--- config.mk ---
export PLATFORM = sky130hd
export DESIGN_NAME = bslu_nand_vec
export DESIGN_NICKNAME = d
export VERILOG_FILES = /design/src/rtl/bslu_pkg.sv /design/src/rtl/bslu_regfile.sv /design/src/rtl/bslu_nand_vec.sv
export SDC_FILE = /design/constraint.sdc
export NUM_CORES = 1
export LEC_CHECK = 0
export BUFFER_PORTS_ARGS = -buffer_cell sky130_fd_sc_hd__clkbuf_2
export CAP_MARGIN = 20
export CORE_UTILIZATION = 46
export DETAILED_ROUTE_END_ITERATION = 10
export PLACE_DENSITY = 0.65
export SLEW_MARGIN = 20
export SYNTH_ARGS = -nofsm -noshare
export SYNTH_HDL_FRONTEND = slang
export SYNTH_SLANG_ARGS = --single-unit
--- constraint.sdc ---
create_clock -name clk -period 2.55 [get_ports clk]
set_input_delay 0.765 -clock clk [delete_from_list [all_inputs] [get_ports clk]]
set_output_delay 0.765 -clock clk [all_outputs]
set_load 0.05 [all_outputs]
--- src/rtl/bslu_pkg.sv ---
// bslu_pkg: shared opcodes, XOR macro states and default geometry for the bit-serial logic unit
package bslu_pkg;
    localparam int LANES_D = 8;
    localparam int NREGS_D = 4;

    typedef enum logic [3:0] {
        OP_NOP   = 4'd0,
        OP_MOV   = 4'd1,
        OP_SET   = 4'd2,
        OP_NAND  = 4'd3,
        OP_LOAD  = 4'd4,
        OP_STORE = 4'd5,
        OP_XOR   = 4'd6
    } op_e;

    typedef enum logic [1:0] {
        ST_IDLE = 2'd0,
        ST_X1   = 2'd1,
        ST_X2   = 2'd2,
        ST_X3   = 2'd3
    } xst_e;
endpackage

--- src/rtl/bslu_regfile.sv ---
// bslu_regfile: NREGS x LANES register file, one write port, every register readable combinationally
module bslu_regfile
    import bslu_pkg::*;
#(
    parameter int LANES = LANES_D,
    parameter int NREGS = NREGS_D
) (
    input  logic                        clk,
    input  logic                        rst_n,
    input  logic                        i_we,
    input  logic [$clog2(NREGS)-1:0]    i_wa,
    input  logic [LANES-1:0]            i_wd,
    output logic [NREGS-1:0][LANES-1:0] o_r
);
    logic [NREGS-1:0][LANES-1:0] r_regs;

    // single write port; reset clears the whole array
    always_ff @(posedge clk or negedge rst_n)
        if (!rst_n) r_regs <= '0;
        else if (i_we) r_regs[i_wa] <= i_wd;

    assign o_r = r_regs;
endmodule

--- src/rtl/bslu_nand_vec.sv ---
// bslu_nand_vec: LANES-wide bit-serial logic unit with NAND/MOV/SET/LOAD/STORE and a 4-step NAND-based XOR macro
module bslu_nand_vec
    import bslu_pkg::*;
#(
    parameter int LANES = LANES_D,
    parameter int NREGS = NREGS_D
) (
    input  logic                     clk,
    input  logic                     rst_n,
    input  logic                     cmd_valid,
    output logic                     cmd_ready,
    input  logic [3:0]               cmd_op,
    input  logic [$clog2(NREGS)-1:0] cmd_rd,
    input  logic [NREGS-1:0]         cmd_mask,
    input  logic [$clog2(NREGS)-1:0] cmd_ra,
    input  logic [$clog2(NREGS)-1:0] cmd_rb,
    input  logic                     cmd_imm,
    input  logic [LANES-1:0]         row_in,
    output logic [LANES-1:0]         row_out,
    output logic                     row_we,
    output logic                     busy,
    output logic                     err
);
    localparam int AW = $clog2(NREGS);

    xst_e                        r_state, w_next;
    logic [NREGS-1:0][LANES-1:0] w_r;
    logic [LANES-1:0]            w_or, w_and, w_nand, w_wd;
    logic [LANES-1:0]            r_a, r_b, r_t1, r_t2;
    logic [AW-1:0]               r_xrd, w_wa;
    logic                        w_acc, w_we;

    assign cmd_ready = (r_state == ST_IDLE);
    assign busy      = !cmd_ready;
    assign w_acc     = cmd_valid && cmd_ready;

    // OR and AND reductions over the mask-selected registers
    always_comb begin
        w_or  = '0;
        w_and = '1;
        for (int i = 0; i < NREGS; i++)
            if (cmd_mask[i]) begin
                w_or  = w_or | w_r[i];
                w_and = w_and & w_r[i];
            end
    end

    assign w_nand = (|cmd_mask) ? ~w_and : '0;

    // one write port shared by single-cycle ops and the final XOR step (no accept can overlap X3)
    always_comb begin
        w_we = (w_acc && (cmd_op == OP_MOV || cmd_op == OP_SET || cmd_op == OP_NAND || cmd_op == OP_LOAD))
               || r_state == ST_X3;
        w_wa = (r_state == ST_X3) ? r_xrd : (cmd_op == OP_LOAD) ? '0 : cmd_rd;
        w_wd = (r_state == ST_X3)  ? ~(r_t2 & r_t1) :
               (cmd_op == OP_MOV)  ? w_or :
               (cmd_op == OP_SET)  ? {LANES{cmd_imm}} :
               (cmd_op == OP_NAND) ? w_nand : row_in;
    end

    bslu_regfile #(.LANES(LANES), .NREGS(NREGS)) u_rf (
        .clk   (clk),
        .rst_n (rst_n),
        .i_we  (w_we),
        .i_wa  (w_wa),
        .i_wd  (w_wd),
        .o_r   (w_r)
    );

    // XOR macro state register
    always_ff @(posedge clk or negedge rst_n)
        if (!rst_n) r_state <= ST_IDLE;
        else r_state <= w_next;

    // XOR macro sequencing: leaves IDLE only on an accepted XOR, then walks X1..X3 unconditionally
    always_comb begin
        w_next = r_state;
        case (r_state)
            ST_IDLE: w_next = (w_acc && cmd_op == OP_XOR) ? ST_X1 : ST_IDLE;
            ST_X1:   w_next = ST_X2;
            ST_X2:   w_next = ST_X3;
            default: w_next = ST_IDLE;
        endcase
    end

    // operand capture and the three NAND steps that build t1/t2 before the X3 write
    always_ff @(posedge clk or negedge rst_n)
        if (!rst_n) begin
            r_a   <= '0;
            r_b   <= '0;
            r_t1  <= '0;
            r_t2  <= '0;
            r_xrd <= '0;
        end else if (w_acc && cmd_op == OP_XOR) begin
            r_a   <= w_r[cmd_ra];
            r_b   <= w_r[cmd_rb];
            r_t1  <= ~(w_r[cmd_ra] & w_r[cmd_rb]);
            r_xrd <= cmd_rd;
        end else if (r_state == ST_X1) r_t2 <= ~(r_a & r_t1);
        else if (r_state == ST_X2) r_t1 <= ~(r_b & r_t1);

    // write-back port: one-cycle strobe, data held between stores
    always_ff @(posedge clk or negedge rst_n)
        if (!rst_n) begin
            row_out <= '0;
            row_we  <= 1'b0;
        end else begin
            row_we <= w_acc && cmd_op == OP_STORE;
            if (w_acc && cmd_op == OP_STORE) row_out <= w_r[cmd_ra];
        end

    // sticky illegal-opcode flag
    always_ff @(posedge clk or negedge rst_n)
        if (!rst_n) err <= 1'b0;
        else if (w_acc && cmd_op > OP_XOR) err <= 1'b1;
endmodule

==> Word-level counts from Yosys, hierarchy flattened <==
Index checks and enable logic that the tools add are counted.
{ "classes": {"bitwise": 16, "magnitude_cmp": 5, "n_eq_ne": 10, "n_reduce_logical": 16, "n_mux": 27} }
{ "ops": {"columns": ["operator", "count"], "rows": [
  ["$mux 8", 19],
  ["$and 8x8->8", 7],
  ["$not 8->8", 5],
  ["$bmux 8 s2", 2],
  ["$bwmux 32", 1],
  ["$or 8x8->8", 3],
  ["$demux 8 s2", 1],
  ["$eq 4x3->1 const B", 3],
  ["$lt 2x3->1 const B", 3],
  ["$eq 4x2->1 const B", 2],
  ["$logic_and 1x1->1", 6],
  ["$pmux 2 s3", 1],
  ["$eq 2x2->1 const B", 2],
  ["$eq 4x1->1 const B", 1],
  ["$gt 4x3->1 const B", 1],
  ["$logic_or 1x1->1", 4],
  ["$mux 2", 2],
  ["$reduce_and 2->1", 2],
  ["$reduce_or 4->1", 1],
  ["$eq 2x1->1 const B", 1],
  ["$ge 2x1->1 const B", 1],
  ["$logic_not 2->1", 1],
  ["$ne 2x2->1 const B", 1],
  ["$reduce_bool 2->1", 1],
  ["3 further kinds", 3]
]} }
{ "totals": {"output_inout_bits": 12, "wordCells": 87, "register_bits": 78, "inputBits": 26} }

==> Logic depth before layout (Yosys ltp) <==
Gate-level depths: netlist of the first run.
{ "logic_depth": {"word_depth": 14, "depth_mapped": 9, "mapped_depth_nobuf": 7} }

==> Cells and area by module <==
A second synthesis of the first run with hierarchy kept.
{ "unflattened": {"hier_cells": 339, "area_unflattened_um2": 4190.3} }
{ "modules_own_cells": {"columns": ["mod", "seq_area_each_um2", "cells_each", "instances", "area_per_inst_um2"], "rows": [
  ["bslu_nand_vec", 1151.1, 271, 1, 2977.9],
  ["bslu_regfile", 800.8, 68, 1, 1212.4]
]} }

==> Least setup slack after synthesis of the first run <==
No wires, ideal clock.
{ "synth_path": {"path_kind": "register -> register", "startpoint": "register r_state[1]", "endpoint": "register u_rf.r_regs (netlist bit u_rf.o_r[29])", "synth_period_minus_slack_ns": 2.543, "path_buffers": 1, "path_stages_with_launch": 9, "path_slack_ns": 0.007, "arrival_ns": 2.415, "cell_sequence": "dfrtp_1 -> inv_1 -> ha_1 -> nand2_1 -> or4b_4 -> o21ai_1 -> o21a_1 -> buf_6 -> mux2_1"} }
{ "synth_between": {"elab_cells_between_ends": 13, "classes_between": "order compare (2); eq/ne (1); mux (5); reduce/logical (5)"} }
{ "synth_lines": {"columns": ["element", "line_no", "source"], "rows": [
  ["start, declared", "bslu_nand_vec.sv:26", "xst_e r_state, w_next;"],
  ["start signal, assigned", "bslu_nand_vec.sv:73", "else r_state <= w_next;"],
  ["$logic_not 2->1", "bslu_nand_vec.sv:33", "assign cmd_ready = (r_state == ST_IDLE);"],
  ["named net cmd_ready", "bslu_nand_vec.sv:11", "output logic cmd_ready,"],
  ["$logic_and 1x1->1", "bslu_nand_vec.sv:35", "assign w_acc = cmd_valid && cmd_ready;"],
  ["$logic_and 1x1->1", "bslu_nand_vec.sv:52", "w_we = (w_acc && (cmd_op == OP_MOV || cmd_op == OP_SET || cmd_op == OP_NAND || cmd_op == OP_LOAD))"],
  ["$logic_or 1x1->1", "bslu_nand_vec.sv:53", "|| r_state == ST_X3;"],
  ["end signal, assigned by index", "bslu_regfile.sv:20", "else if (i_we) r_regs[i_wa] <= i_wd;"],
  ["end, declared", "bslu_regfile.sv:15", "logic [NREGS-1:0][LANES-1:0] r_regs;"]
]} }
The timed path passes the listed nets, and every way through them passes these cells.
A chain may end at the register's enable or synchronous reset.

==> Worst setup path after layout of the first run <==
{ "layout_path": {"startpoint": "register r_state[1]", "endpoint": "register u_rf.r_regs (netlist bit u_rf.o_r[24])"} }
{ "layout_between": {"elab_chain_len": 7, "elab_cells_between_ends": 13, "classes_between": "order compare (2); eq/ne (1); mux (5); reduce/logical (5)"} }
{ "layout_lines": {"columns": ["element", "line_no", "source"], "rows": [
  ["$eq 2x2->1", "bslu_nand_vec.sv:53, bslu_nand_vec.sv:54, bslu_nand_vec.sv:55", null],
  ["$mux 2", "bslu_nand_vec.sv:54", "w_wa = (r_state == ST_X3) ? r_xrd : (cmd_op == OP_LOAD) ? '0 : cmd_rd;"],
  ["$lt 2x3->1 (implied by the code) or $ge 2x1->1 (tied branches)", "bslu_regfile.sv:20", null],
  ["$logic_and 1x1->1 (implied by the code)", "bslu_regfile.sv:20", null],
  ["$mux 8 (implied by the code)", "bslu_regfile.sv:20", null],
  ["$demux 8 s2", null, null],
  ["$bwmux 32", "bslu_regfile.sv:20", null]
]} }
Several ways; a longest one is shown, not always the timed one.

==> results.ini, run 1 <==
[run_status]
status = finished clean

[setup_path]
cp_data_required_time_ns = 2.78
rrSetupSlack_ns = 0.14
path_cells = inv_1 > ha_1 > nand2_1 > or4b_4 > o21ai_1 > o21a_1 > buf_12 > mux2_1
critPathLaunchType = register
cpPeakStageDelay_ns = 0.56
path_class = register to register
cp-end-kind = register
slowest_stage = or4b_4
cp_top_family = simple AND/OR/NAND/NOR gates
critPathMaxFanout = 8
r2r_end = u_rf.o_r[24]
crit_arrival_ns = 2.64
r2r_start = r_state[1]
cp_num_buf_inv = 2
reg2regPathDepth = 8

[power_and_ir_drop]
netSwitchingFraction = 0.409
p_clk_frac = 0.173
seqPwrFrac = 0.437
vdd_drop_max_v = 0.000423
power_mw = 5.57
leakagePower_nw = 2.08
p_sw_mw = 2.28
comb_power_share = 0.390
power_density_nw_per_um2 = 1160
intPower_mw = 3.30

[logic_synthesis]
synth_top_area_frac = 0.468
synthCells = 380
syn_area_per_cell_um2 = 11.0
synth-seq-area-share = 0.468
synth_nets = 410
yosys_warnings = 0
synth.largest_area_cell = dfrtp_1
ys_ff_latch = 78
synth.area.top_cells = dfrtp_1, mux2_2, mux2_1
synthesis.area_um2 = 4170
synth_cell_types = 43

[clock_tree]
numCtsBuffers = 9
cts_hold_buf = 0
cts_setup_buffers = 0
clock_path_buffers = 2
clkLatencyLatePin_ns = 0.35
root_buffer = clkbuf_8
cts.sinks = 78
htree_levels = 3
ctsResizeCount = 0
cts_tree = yes
clk_pin_slew_ns = 0.09

[sta]
finalCriticalPeriod_ns = 2.41
finalMaxSlewViolations = 0
fin_crit_sh = 0.945
max-slew-margin-rel = 0.583
setup_viol = 0
whs_ns = 0.363
hold_violations = 0
setup_tns_ns = 0
worst_pin_slew_ns = 0.625
max_freq_ghz = 0.415
rsz0062_at_grt = no
fin_worst_skew_ns = 0.00653

[floorplan]
io-pin-count = 38
start_util = 0.476
die_area_um2 = 9460
row_count = 34
dieWidth_um = 97.3
die_height_um = 97.3
core_um2 = 8760

[placement]
dpl_cell_area_um2 = 4590
gp_congestion = 0.960
io_buffer_count = 37
dpl.hpwl_um = 7320
dp_cells = 520

[grt]
grt_pass1_vias = 3208
grt_pass1_wl_um = 16600
overflow = 0
grt_start_max_net_pins = 41
grt_use_total = 0.223
antenna_found_initial = 0

[layout]
fin_nets = 453
area_delta_synth_final_pct = 14.9
drive_gt1_frac = 0.273
n_antenna_cell = 0
design_area_um2 = 4790
fill_cells = 763
final_cells = 536

[detailed_routing]
vias_per_cell = 6.11
firstDrtPassIters = 5
drt_iter0_drc = 220
antenna_left = 0
drc = 0
wire_per_inst_um = 18.4
dr_total_vias = 3273
drt-total-wl_um = 9870

[hold_path]
hold_class = input pin to async pin

[flow_run]
max_cap_violations = 0

[worst max path at each step]
stage / slack (ns) / startpoint / to / depth (start not counted)
final: 0.14 / r_state[1] / u_rf.o_r[24] / 8
after global routing: 0.02 / r_state[1] / u_rf.o_r[24] / 8
after CTS: 0.15 / r_state[1] / u_rf.o_r[24] / 8
after detailed placement: 0.02 / cmd_op[3] / u_rf.o_r[25] / 7
after global placement: 0.06 / cmd_op[2] / u_rf.o_r[29] / 7
after floorplan: 0.007 / r_state[1] / u_rf.o_r[29] / 8
[cells by family after synthesis]
| group | synth area share |
|---|---|
| adder cells (fa/ha/maj) | 0.0120 |
| multiplexers | 0.194 |
| AO/OA/AOI/OAI | 0.180 |
| XOR/XNOR | 0.00210 |
| AND/OR/NAND/NOR | 0.113 |
| buffers and inverters | 0.0303 |
| flip-flops | 0.468 |
[metal layers]
layer | GRT usage | part of all wire
met1 | 0.342 | 0.47
met2 | 0.313 | 0.44
met3 | 0.0360 | 0.070
met4 | 0.0928 | 0.017
met5 | 0 | 0
[sequential cells by signal (all words and copies together) (netlist names)]
name and count:
r_t1 8, r_b 8, row_we 1, err 1
r_t2 8, u_rf.o_r 32, r_xrd 2, row_out 8
r_state 2, r_a 8
[through the flow]
step | setup WS [ns] | utilization
final | 0.140 | 0.547
after global routing | 0.0192 | 0.547
after CTS | 0.154 | 0.547
after global placement | 0.0586 | 0.523
after detailed placement | 0.0250 | 0.523
after floorplan | 0.00737 | -
[layout make-up]
type	count	area, µm²	area share
Tap cell	108	135	0.0282
Clock inverter	7	80.1	0.0167
Sequential cell	78	1950	0.407
Timing Repair Buffer	53	370	0.0772
Clock buffer	9	124	0.0258
Inverter	9	33.8	0.00705
Multi-Input combinational cell	272	2100	0.438
[cell usage in the layout, fill, tap and decap left out, drive strengths merged, types with 5 or more instances in the layout]
cell type,instances
o22ai,16
a31oi,18
nand3b,9
buf,17
a221oi,8
o21ai,27
a21oi,16
mux4,8
mux2i,9
a22o,16
clkbuf,45
mux2,48
nor3,5
nor2,21
dfrtp,78
a32o,8
inv,12
nand2,42
[power groups by stage]
| stage | logic [mW] | clock network, mW | registers [mW] |
|---|---|---|---|
| after global placement | 2.09 | 0 | 2.39 |
| after CTS | 2.18 | 0.979 | 2.41 |
| after detailed placement | 2.17 | 0 | 2.43 |
| after global routing | 2.40 | 1.04 | 2.52 |
| after floorplan | 1.47 | 0 | 2.45 |
| final | 2.17 | 0.962 | 2.44 |
[cells in the mapped netlist, drive strengths merged]
| library cell | count |
|---|---|
| buf | 7 |
| or3b | 2 |
| nor3b | 2 |
| nor4 | 1 |
| mux4 | 8 |
| nor4b | 1 |
| a31oi | 18 |
| o21ai | 27 |
| a221oi | 8 |
| o22ai | 16 |
| xnor2 | 1 |
| or2 | 1 |
| a21oi | 16 |
| or4b | 1 |
| a22o | 16 |
| mux2i | 9 |
| nand4b | 2 |
| nor3 | 5 |
| nand3b | 9 |
| o21a | 1 |
| ha | 4 |
| clkbuf | 14 |
| nor2 | 21 |
| nand2 | 42 |
| a32o | 8 |
| o21bai | 2 |
| nand2b | 2 |
| inv | 9 |
| dfrtp | 78 |
| mux2 | 48 |
| a41oi | 1 |
[worst reg2reg max path, stage by stage, from the launching register on]
cell,delay [ns]
dfrtp_1,0.40
inv_1,0.13
ha_1,0.29
nand2_1,0.14
or4b_4,0.57
o21ai_1,0.13
o21a_1,0.18
buf_12,0.14
mux2_1,0.33
No activity file was read; power rests on OpenSTA's default activity.
==> run 2: changes to the inputs <==
CTS_BUF_LIST = sky130_fd_sc_hd__clkbuf_16   (was default)
==> results.ini, run 2 (synthesis results as in run 1) <==
[run_status]
status = finished clean

[setup_path]
cp-end-kind = register
cp_data_required_time_ns = 2.76  ; -0.02 ns
reg2regPathDepth = 8  ; unchanged
critPathMaxFanout = 8  ; unchanged
crit_arrival_ns = 2.62  ; -0.02 ns
rrSetupSlack_ns = 0.14  ; about the same
r2r_start = r_state[1]
path_class = register to register
critPathLaunchType = register
r2r_end = u_rf.o_r[26]

[placement]
dpl.hpwl_um = 7320  ; unchanged
io_buffer_count = 37  ; unchanged
dpl_cell_area_um2 = 4590  ; unchanged
gp_congestion = 0.960  ; unchanged
preCtsSetupSlack_ns = 0.0250  ; unchanged

[grt]
grt_start_max_net_pins = 41  ; unchanged
grt_use_total = 0.226  ; +0.00298
grt_pass1_wl_um = 16900  ; +1.7%
grt_pass1_vias = 3225  ; +0.53%
overflow = 0  ; unchanged
antenna_found_initial = 0  ; unchanged

[floorplan]
core_um2 = 8760  ; unchanged
io-pin-count = 38  ; unchanged
dieWidth_um = 97.3  ; unchanged
die_area_um2 = 9460  ; unchanged
start_util = 0.476  ; unchanged
row_count = 34  ; unchanged
die_height_um = 97.3  ; unchanged

[clock_tree]
clk_pin_slew_ns = 0.06  ; -0.03 ns
htree_levels = 3  ; unchanged
clkLatencyLatePin_ns = 0.33  ; -0.02 ns
cts_tree = yes
clock_path_buffers = 2  ; unchanged
ctsResizeCount = 0  ; unchanged
cts_setup_buffers = 0  ; unchanged
cts_hold_buf = 0  ; unchanged
cts.sinks = 78  ; unchanged
numCtsBuffers = 9  ; unchanged
root_buffer = clkbuf_16

[sta]
worst_pin_slew_ns = 0.629  ; +0.00392 ns
max_freq_ghz = 0.415  ; +0.10%
whs_ns = 0.399  ; +0.0362 ns
worst_slack_ns = 0.142  ; +0.00242 ns
fin_crit_sh = 0.944  ; -0.000950
rsz0062_at_grt = no
hold_violations = 0  ; unchanged
fin_worst_skew_ns = 0.00574  ; -0.000793 ns
max-slew-margin-rel = 0.580  ; -0.00262
finalMaxSlewViolations = 0  ; unchanged
setup_viol = 0  ; unchanged
setup_tns_ns = 0  ; unchanged
finalCriticalPeriod_ns = 2.41  ; -0.00242 ns

[layout]
drive_gt1_frac = 0.273  ; unchanged
final_common_cell = dfrtp_1
layout_common_cells = dfrtp_1, nand2_1, clkbuf_2, mux2_2, o21ai_0
largest_reg_flops = 32  ; unchanged
fill_cells = 754  ; -1.2%
fin_nets = 453  ; unchanged
area_delta_synth_final_pct = 17.3
design_area_um2 = 4900  ; +2.1%
n_antenna_cell = 0  ; unchanged

[power_and_ir_drop]
power_mw = 5.93  ; +6.4%
power_density_nw_per_um2 = 1210  ; +4.2%
intPower_mw = 3.61  ; +9.4%
comb_power_share = 0.367  ; -0.023
leakagePower_nw = 2.12  ; +2.2%
p_clk_frac = 0.220  ; +0.047
p_sw_mw = 2.33  ; +2.2%
seqPwrFrac = 0.413  ; -0.024
netSwitchingFraction = 0.392  ; -0.0164
vdd_drop_max_v = 0.000431  ; +1.9%

[detailed_routing]
drt-total-wl_um = 10000  ; +1.4%
drc = 0  ; unchanged
dr_total_vias = 3303  ; +0.92%
drt_iter0_drc = 269  ; +22%
wire_per_inst_um = 18.7  ; +1.4%
vias_per_cell = 6.16  ; +0.92%
firstDrtPassIters = 5  ; unchanged
antenna_left = 0  ; unchanged

[flow_run]
max_cap_violations = 0  ; unchanged

[hold_path]
hold_class = input pin to async pin

run 2: changes by cell type in the layout (fill, tap and decap cells not counted):
| cell | before | now |
|---|---|---|
| clkbuf_16 | 0 | 9 |
| clkbuf_8 | 9 | 0 |
run 2: critical path, cell delays in order, from the launching register on:
cell and delay [ns]:
dfrtp_1 0.39, inv_1 0.12, ha_1 0.28, nand2_1 0.13, or4b_4 0.56, o21ai_1 0.14
o21a_1 0.18, buf_12 0.14, mux2_1 0.33
run 2: how the worst max path moves through the flow:
stage,from,endpoint,slack [ns],cells after the start
3_5_place_dp,cmd_op[3],u_rf.o_r[25],0.02,7
3_3_place_gp,cmd_op[2],u_rf.o_r[29],0.06,7
6_report,r_state[1],u_rf.o_r[26],0.14,8
5_1_grt,r_state[1],u_rf.o_r[30],0.03,8
4_1_cts,r_state[1],u_rf.o_r[24],0.16,8
2_1_floorplan,r_state[1],u_rf.o_r[29],0.007,8
run 2: metrics by stage:
step | instances | util
6_report | 536 | 0.559
5_1_grt | 536 | 0.559
4_1_cts | 536 | 0.558
3_5_place_dp | 520 | 0.523
3_3_place_gp | 520 | 0.523
2_1_floorplan | 380 | -
run 2: cell type report:
class	count	area (µm²)	area share
clock buffers	9	225	0.0460
flip-flops and latches	78	1950	0.399
well taps	108	135	0.0276
clock inverters	7	80.1	0.0164
inverters	9	33.8	0.00690
repair buffers	53	370	0.0756
multi-input cells	272	2100	0.429
run 2: metal layers:
| metal | vias up | global-route usage | wire, µm |
|---|---|---|---|
| met5 | - | 0 | 0 |
| met4 | 0 | 0.0769 | 74 |
| met3 | 7 | 0.0403 | 657 |
| met2 | 129 | 0.327 | 4590 |
| met1 | 1637 | 0.342 | 4680 |
| li1 | 1530 | - | - |
run 2: power by group through the flow:
| stage | Clock (mW) | Combinational, mW | Sequential [mW] |
|---|---|---|---|
| 3_5_place_dp | 0 | 2.17 | 2.43 |
| 6_report | 1.31 | 2.18 | 2.45 |
| 4_1_cts | 1.33 | 2.18 | 2.42 |
| 5_1_grt | 1.39 | 2.41 | 2.53 |
| 2_1_floorplan | 0 | 1.47 | 2.45 |
| 3_3_place_gp | 0 | 2.09 | 2.39 |
